$ cat src/rtl/clk_step_gen_pkg.sv
// picomips_clk_pkg: shared types and defaults for the picoMIPS clock-step
// generator.
//   step_state_t     : encoding of the step FSM, also exposed on the state port
//   DEBOUNCE_DEFAULT : default number of stable fastclk cycles that accept a
//                      new push-button level
package picomips_clk_pkg;

  typedef enum logic [1:0] {
    S_HALT = 2'd0,
    S_RUN  = 2'd1,
    S_STEP = 2'd2,
    S_HOLD = 2'd3
  } step_state_t;

  localparam int DEBOUNCE_DEFAULT = 1000;

endpackage

$ cat src/rtl/clk_step_gen_btn_debounce.sv
// btn_debounce: level debouncer for an already-synchronised push button.
// dout takes the value of din only after din has differed from dout on
// DEBOUNCE_CYCLES consecutive fastclk edges. Any return to the current dout
// level restarts the count.
//   fastclk : system clock
//   reset   : asynchronous, active-high
//   din     : synchronised raw button level
//   dout    : debounced level
module btn_debounce #(
  parameter int DEBOUNCE_CYCLES = 1000
) (
  input  logic fastclk,
  input  logic reset,
  input  logic din,
  output logic dout
);

  localparam int CW = $clog2(DEBOUNCE_CYCLES);
  localparam logic [CW-1:0] CNT_LAST = CW'(DEBOUNCE_CYCLES - 1);

  logic [CW-1:0] cnt;

  always_ff @(posedge fastclk or posedge reset) begin
    if (reset) begin
      cnt  <= '0;
      dout <= 1'b0;
    end else if (din == dout) begin
      cnt <= '0;
    end else if (cnt == CNT_LAST) begin
      // din has now differed on DEBOUNCE_CYCLES edges in a row
      dout <= din;
      cnt  <= '0;
    end else begin
      cnt <= cnt + 1'b1;
    end
  end

endmodule

$ cat src/rtl/clk_step_gen.sv
// clk_step_gen: turns the divided picoMIPS slow clock into single-cycle CPU
// enable pulses on fastclk, either free-running or single-stepped from a push
// button, counts issued ticks and honours a sticky halt from the core.
//   fastclk   : system clock, all logic on its rising edge
//   reset     : asynchronous, active-high
//   slowclk   : divided clock, sampled as asynchronous data
//   run_mode  : 1 = free-run, 0 = single-step (asynchronous switch)
//   step_btn  : raw bouncy push button, active-high (asynchronous)
//   halt      : sticky stop request from the core, synchronous to fastclk
//   tick      : CPU enable, one fastclk cycle per step
//   btn_db    : debounced step_btn level
//   cycle_cnt : ticks issued since reset, wraps silently
//   state     : FSM state
//
// state  | meaning
// -------+---------------------------------------------------------------
// S_HALT | stopped by the core; only reset leaves this state
// S_RUN  | free-run, one tick per slowclk rising edge
// S_STEP | single-step, waiting for a button press
// S_HOLD | single-step, button still down; waiting for release
module clk_step_gen
  import picomips_clk_pkg::*;
#(
  parameter int DEBOUNCE_CYCLES = DEBOUNCE_DEFAULT,
  parameter int CNT_W           = 16
) (
  input  logic             fastclk,
  input  logic             reset,
  input  logic             slowclk,
  input  logic             run_mode,
  input  logic             step_btn,
  input  logic             halt,
  output logic             tick,
  output logic             btn_db,
  output logic [CNT_W-1:0] cycle_cnt,
  output logic [1:0]       state
);

  step_state_t state_q;

  logic slow_m, slow_s, slow_prev;
  logic run_m, run_s;
  logic btn_m, btn_s;
  logic btn_db_prev;
  logic rise, press, release_ev;

  // Two-flop synchronisers for the three asynchronous inputs, plus the
  // history registers for the slowclk and debounced-button edge detectors.
  always_ff @(posedge fastclk or posedge reset) begin
    if (reset) begin
      slow_m      <= 1'b0;
      slow_s      <= 1'b0;
      slow_prev   <= 1'b0;
      run_m       <= 1'b0;
      run_s       <= 1'b0;
      btn_m       <= 1'b0;
      btn_s       <= 1'b0;
      btn_db_prev <= 1'b0;
    end else begin
      slow_m      <= slowclk;
      slow_s      <= slow_m;
      slow_prev   <= slow_s;
      run_m       <= run_mode;
      run_s       <= run_m;
      btn_m       <= step_btn;
      btn_s       <= btn_m;
      btn_db_prev <= btn_db;
    end
  end

  assign rise       = slow_s & ~slow_prev;
  assign press      = btn_db & ~btn_db_prev;
  assign release_ev = ~btn_db & btn_db_prev;

  btn_debounce #(
    .DEBOUNCE_CYCLES(DEBOUNCE_CYCLES)
  ) u_debounce (
    .fastclk(fastclk),
    .reset  (reset),
    .din    (btn_s),
    .dout   (btn_db)
  );

  // tick and cycle_cnt are updated on the same edge so cycle_cnt already
  // includes a tick while that tick is visible.
  always_ff @(posedge fastclk or posedge reset) begin
    if (reset) begin
      state_q   <= S_STEP;
      tick      <= 1'b0;
      cycle_cnt <= '0;
    end else begin
      tick <= 1'b0;
      if (halt) begin
        state_q <= S_HALT;
      end else begin
        case (state_q)
          S_HALT: begin
          end
          S_RUN: begin
            if (rise) begin
              tick      <= 1'b1;
              cycle_cnt <= cycle_cnt + 1'b1;
            end
            // Leaving with the button down goes to HOLD so the press that
            // is already in progress cannot produce a step.
            if (!run_s) state_q <= btn_db ? S_HOLD : S_STEP;
          end
          S_STEP: begin
            if (press) begin
              tick      <= 1'b1;
              cycle_cnt <= cycle_cnt + 1'b1;
              state_q   <= S_HOLD;
            end else if (run_s) begin
              state_q <= S_RUN;
            end
          end
          S_HOLD: begin
            if (run_s)           state_q <= S_RUN;
            else if (release_ev) state_q <= S_STEP;
          end
        endcase
      end
    end
  end

  assign state = state_q;

endmodule

$ cat config.mk
export PLATFORM = sky130hd
export DESIGN_NAME = clk_step_gen
export DESIGN_NICKNAME = d
export VERILOG_FILES = /design/src/rtl/clk_step_gen_pkg.sv /design/src/rtl/clk_step_gen_btn_debounce.sv /design/src/rtl/clk_step_gen.sv
export SDC_FILE = /design/constraint.sdc
export NUM_CORES = 1
export LEC_CHECK = 0
export CELL_PAD_IN_SITES_DETAIL_PLACEMENT = 1
export CELL_PAD_IN_SITES_GLOBAL_PLACEMENT = 1
export CORE_MARGIN = 4
export CORE_UTILIZATION = 46
export DETAILED_ROUTE_END_ITERATION = 8
export PLACE_DENSITY_LB_ADDON = 0.1
export SYNTH_ARGS = -nofsm -noshare
export SYNTH_HDL_FRONTEND = slang
export SYNTH_HIERARCHICAL = 1
export SYNTH_SLANG_ARGS = --single-unit
export TNS_END_PERCENT = 30
$ cat constraint.sdc
create_clock -name fastclk -period 4.98 [get_ports fastclk]
set_clock_uncertainty 0.2 [all_clocks]
set_input_delay 0.498 -clock fastclk [delete_from_list [all_inputs] [get_ports fastclk]]
set_output_delay 0.498 -clock fastclk [all_outputs]
set_load 0.01 [all_outputs]
==> reports/metrics.csv <==
stage;metric;value;unit
clock_tree;root_buffer;clkbuf_8;
layout;regArea;952.2;um2
clock_tree;clock_latency;0.28;ns
floorplanning;row_count;22;
layout;nNetsFinal;203;
place;place_ws;2.297;ns
routing;ant_nets;0;
synthesis;synthCells;160;
routing;wl;4.156;mm
power_and_ir_drop;peakVddDrop;0.2474;mV
global_route;track_usage;18.43;%
floorplanning;io_pins;26;
timing;finalSetupViolCount;0;
floorplanning;die_h;71.34;um
critical_path;cp_max_fo;10;
floorplanning;dieArea;5089;um2
layout;antenna_cells;0;
timing;max-slew-margin-rel;30.47;%
synthesis;synth_compound_area_share;6.712;%
place;gp_congestion;0.8092;
timing;fmaxAchievable;399.3;MHz
synthesis;synth_top_family_by_area;simple AND/OR/NAND/NOR gates;
synthesis;muxShareOfSynthArea;2.034;%
routing;via_per_inst;5.421;
critical_path;startpoint_type;flop;
synthesis;ys_types;40;
timing;worst_pin_slew;1.042;ns
synthesis;synth_xor_xnor_area_share;10.44;%
timing;period_share;50.29;%
floorplanning;dieWidth;71.34;um
routing;drtIter0Drc;48;
timing;tns;0;ns
synthesis;avgSynthCellArea;11.53;um2
clock_tree;cts-resized-gates;0;
synthesis;syn_area;1846;um2
clock_tree;cts_setup_buffers;0;
global_route;grt_pass1_wl;7.300;mm
clock_tree;ctsHoldBuffers;0;
global_route;grt_overflow;0;
clock_tree;htreeDepth;2;
timing;fin_ws;2.475;ns
critical_path;crit_path_end_kind;flop;
floorplanning;start_util;48.94;%
clock_tree;clk_pin_slew_worst_paths;0.08;ns
power_and_ir_drop;power.density;394.9;nW/um2
place;io_buffers;25;
job;cap_viol_max_count;0;
critical_path;worstSetupPathType;flop to flop;
clock_tree;cts_sinks;38;
status;status;finished, final reports clean;
global_route;grt_max_degree;28;
synthesis;ys.flop_type;dfrtp_1;
place;place_area;2145;um2
place;dp_hpwl;2.960;mm
layout;fill_cells;399;
worst_hold_path;hp-class;flop to flop;
synthesis;async_flop_share;100.0;%
synthesis;synth_seq_area_share;51.59;%
power_and_ir_drop;power.leakage;1.001;nW
clock_tree;clock_path_buffers;2;
layout;synthToLayoutAreaGrowth;21.97;%
global_route;antenna_found_initial;0;
global_route;grt_pass1_vias;1414;
routing;wl_per_cell;17.32;um
synthesis;yosysWarnings;6;
timing;final_max_slew_viol_count;0;
routing;drc;0;
synthesis;synth-simple-area-share;23.12;%
layout;drive_above_1_share;13.02;%
timing;hold_violations;0;
synthesis;synth-edff-count;0;
routing;vias;1301;
timing;rsz0062_at_grt;false;
timing;period_needed;2.505;ns
synthesis;mappedNetlistNets;172;
clock_tree;cts_tree;built;
critical_path;required;4.97;ns
layout;multiInputGateArea;855.8;um2
floorplanning;core-area;3771;um2
critical_path;worstPathArrival;2.50;ns
synthesis;synthAdderAreaFrac;4.068;%
synthesis;ys_ff_latch;38;
layout;fin_area;2251;um2
routing;dr.pass1.iters;4;
clock_tree;cts_made_buffers;5;
==> area by class of cell <==
type,count,share of cell area [%]
clock buffer,7,3.391
clock inverter,1,1.334
inverter,7,1.167
multi-input combinational,114,38.02
sequential,38,42.30
tap,48,2.668
timing repair buffer,25,11.12
==> synthesized netlist by cell type, types with 2 or more instances <==
master,number,area share (%)
xnor2_1,10,4.7
nand2b_1,3,1.0
xor2_1,12,5.7
nand4_1,3,1.0
nand2_1,14,2.8
nor4_4,2,2.3
nor2_1,11,2.2
a31oi_1,2,0.68
o21ai_0,3,0.81
and3_2,2,0.81
ha_1,6,4.1
nand3_1,11,3.0
nor3_1,3,0.81
dfrtp_1,37,50
and4_1,2,0.95
mux2_2,2,1.2
a21oi_1,4,1.1
inv_1,7,1.4
and3_1,2,0.68
nor3_2,4,2.2
==> flip-flops by register name, indices dropped and copies added (netlist names) <==
name / cells
btn_db_prev: 1
btn_m: 1
run_s: 1
u_debounce/cnt: 10
u_debounce/dout: 1
state: 2
cycle_cnt: 16
btn_s: 1
run_m: 1
slow_s: 1
slow_prev: 1
tick: 1
slow_m: 1
==> metrics by stage <==
stage	hold WS (ns)	std cells	power (W)	utilization, %
after floorplan	0.1312	160	0.0005318	-
after global placement	0.1327	232	0.0006159	56.87
after detailed placement	0.1370	232	0.0006338	56.87
after CTS	0.1468	240	0.0008966	59.69
after global routing	0.1527	240	0.0009416	59.69
final	0.1440	240	0.0008889	59.69
==> power by group <==
part | switching, W | internal (W)
Combinational | 0.000129 | 0.000112
Sequential | 0.0000470 | 0.000343
Clock | 0.000107 | 0.000150
==> cell usage in the layout, fill, tap and decap left out, types with 4 or more instances in the layout <==
cell             instances
clkbuf_8                 5
dfrtp_1                 37
nor2_1                  11
xnor2_1                 10
nor3_2                   4
inv_1                    7
ha_1                     6
clkdlybuf4s50_1         25
a21oi_1                  4
nand2_1                 14
xor2_1                  12
nand3_1                 11
==> worst max-delay path, cell delays in order (launching register included) <==
cell	delay (ns)
dfstp_2	0.58
ha_1	0.26
or2_4	0.25
a221o_1	0.52
nor4_4	0.39
xor2_1	0.20
==> worst paths after layout <==
path	start	end	slack (ns)	depth (start not counted)
max	state[1]	cycle_cnt[12]	2.48	5
min	run_m	run_s	0.14	0
max reg2reg	state[1]	cycle_cnt[12]	2.48	5
min reg2reg	run_m	run_s	0.14	0
max in group asynchronous	reset	cycle_cnt[7]	3.34	2
min in group asynchronous	reset	u_debounce/dout	0.34	2
==> kinds of logic after synthesis <==
kind of cell | Yosys count
buf+inv | 8
compound gates | 17
fa+ha+maj | 6
flops | 38
xor+xnor | 22
mux | 3
simple gates | 66
==> routing by layer <==
metal	vias to the layer above	share of wire [%]	GRT usage (%)	routed length, um
met3	2	3.0	5.049	126
met2	19	51	30.71	2114
met5	-	0	0	0
li1	618	-	-	-
met1	662	45	23.52	1889
met4	0	0.60	5.219	25
Note: power is estimated with default switching activity, not from simulation.
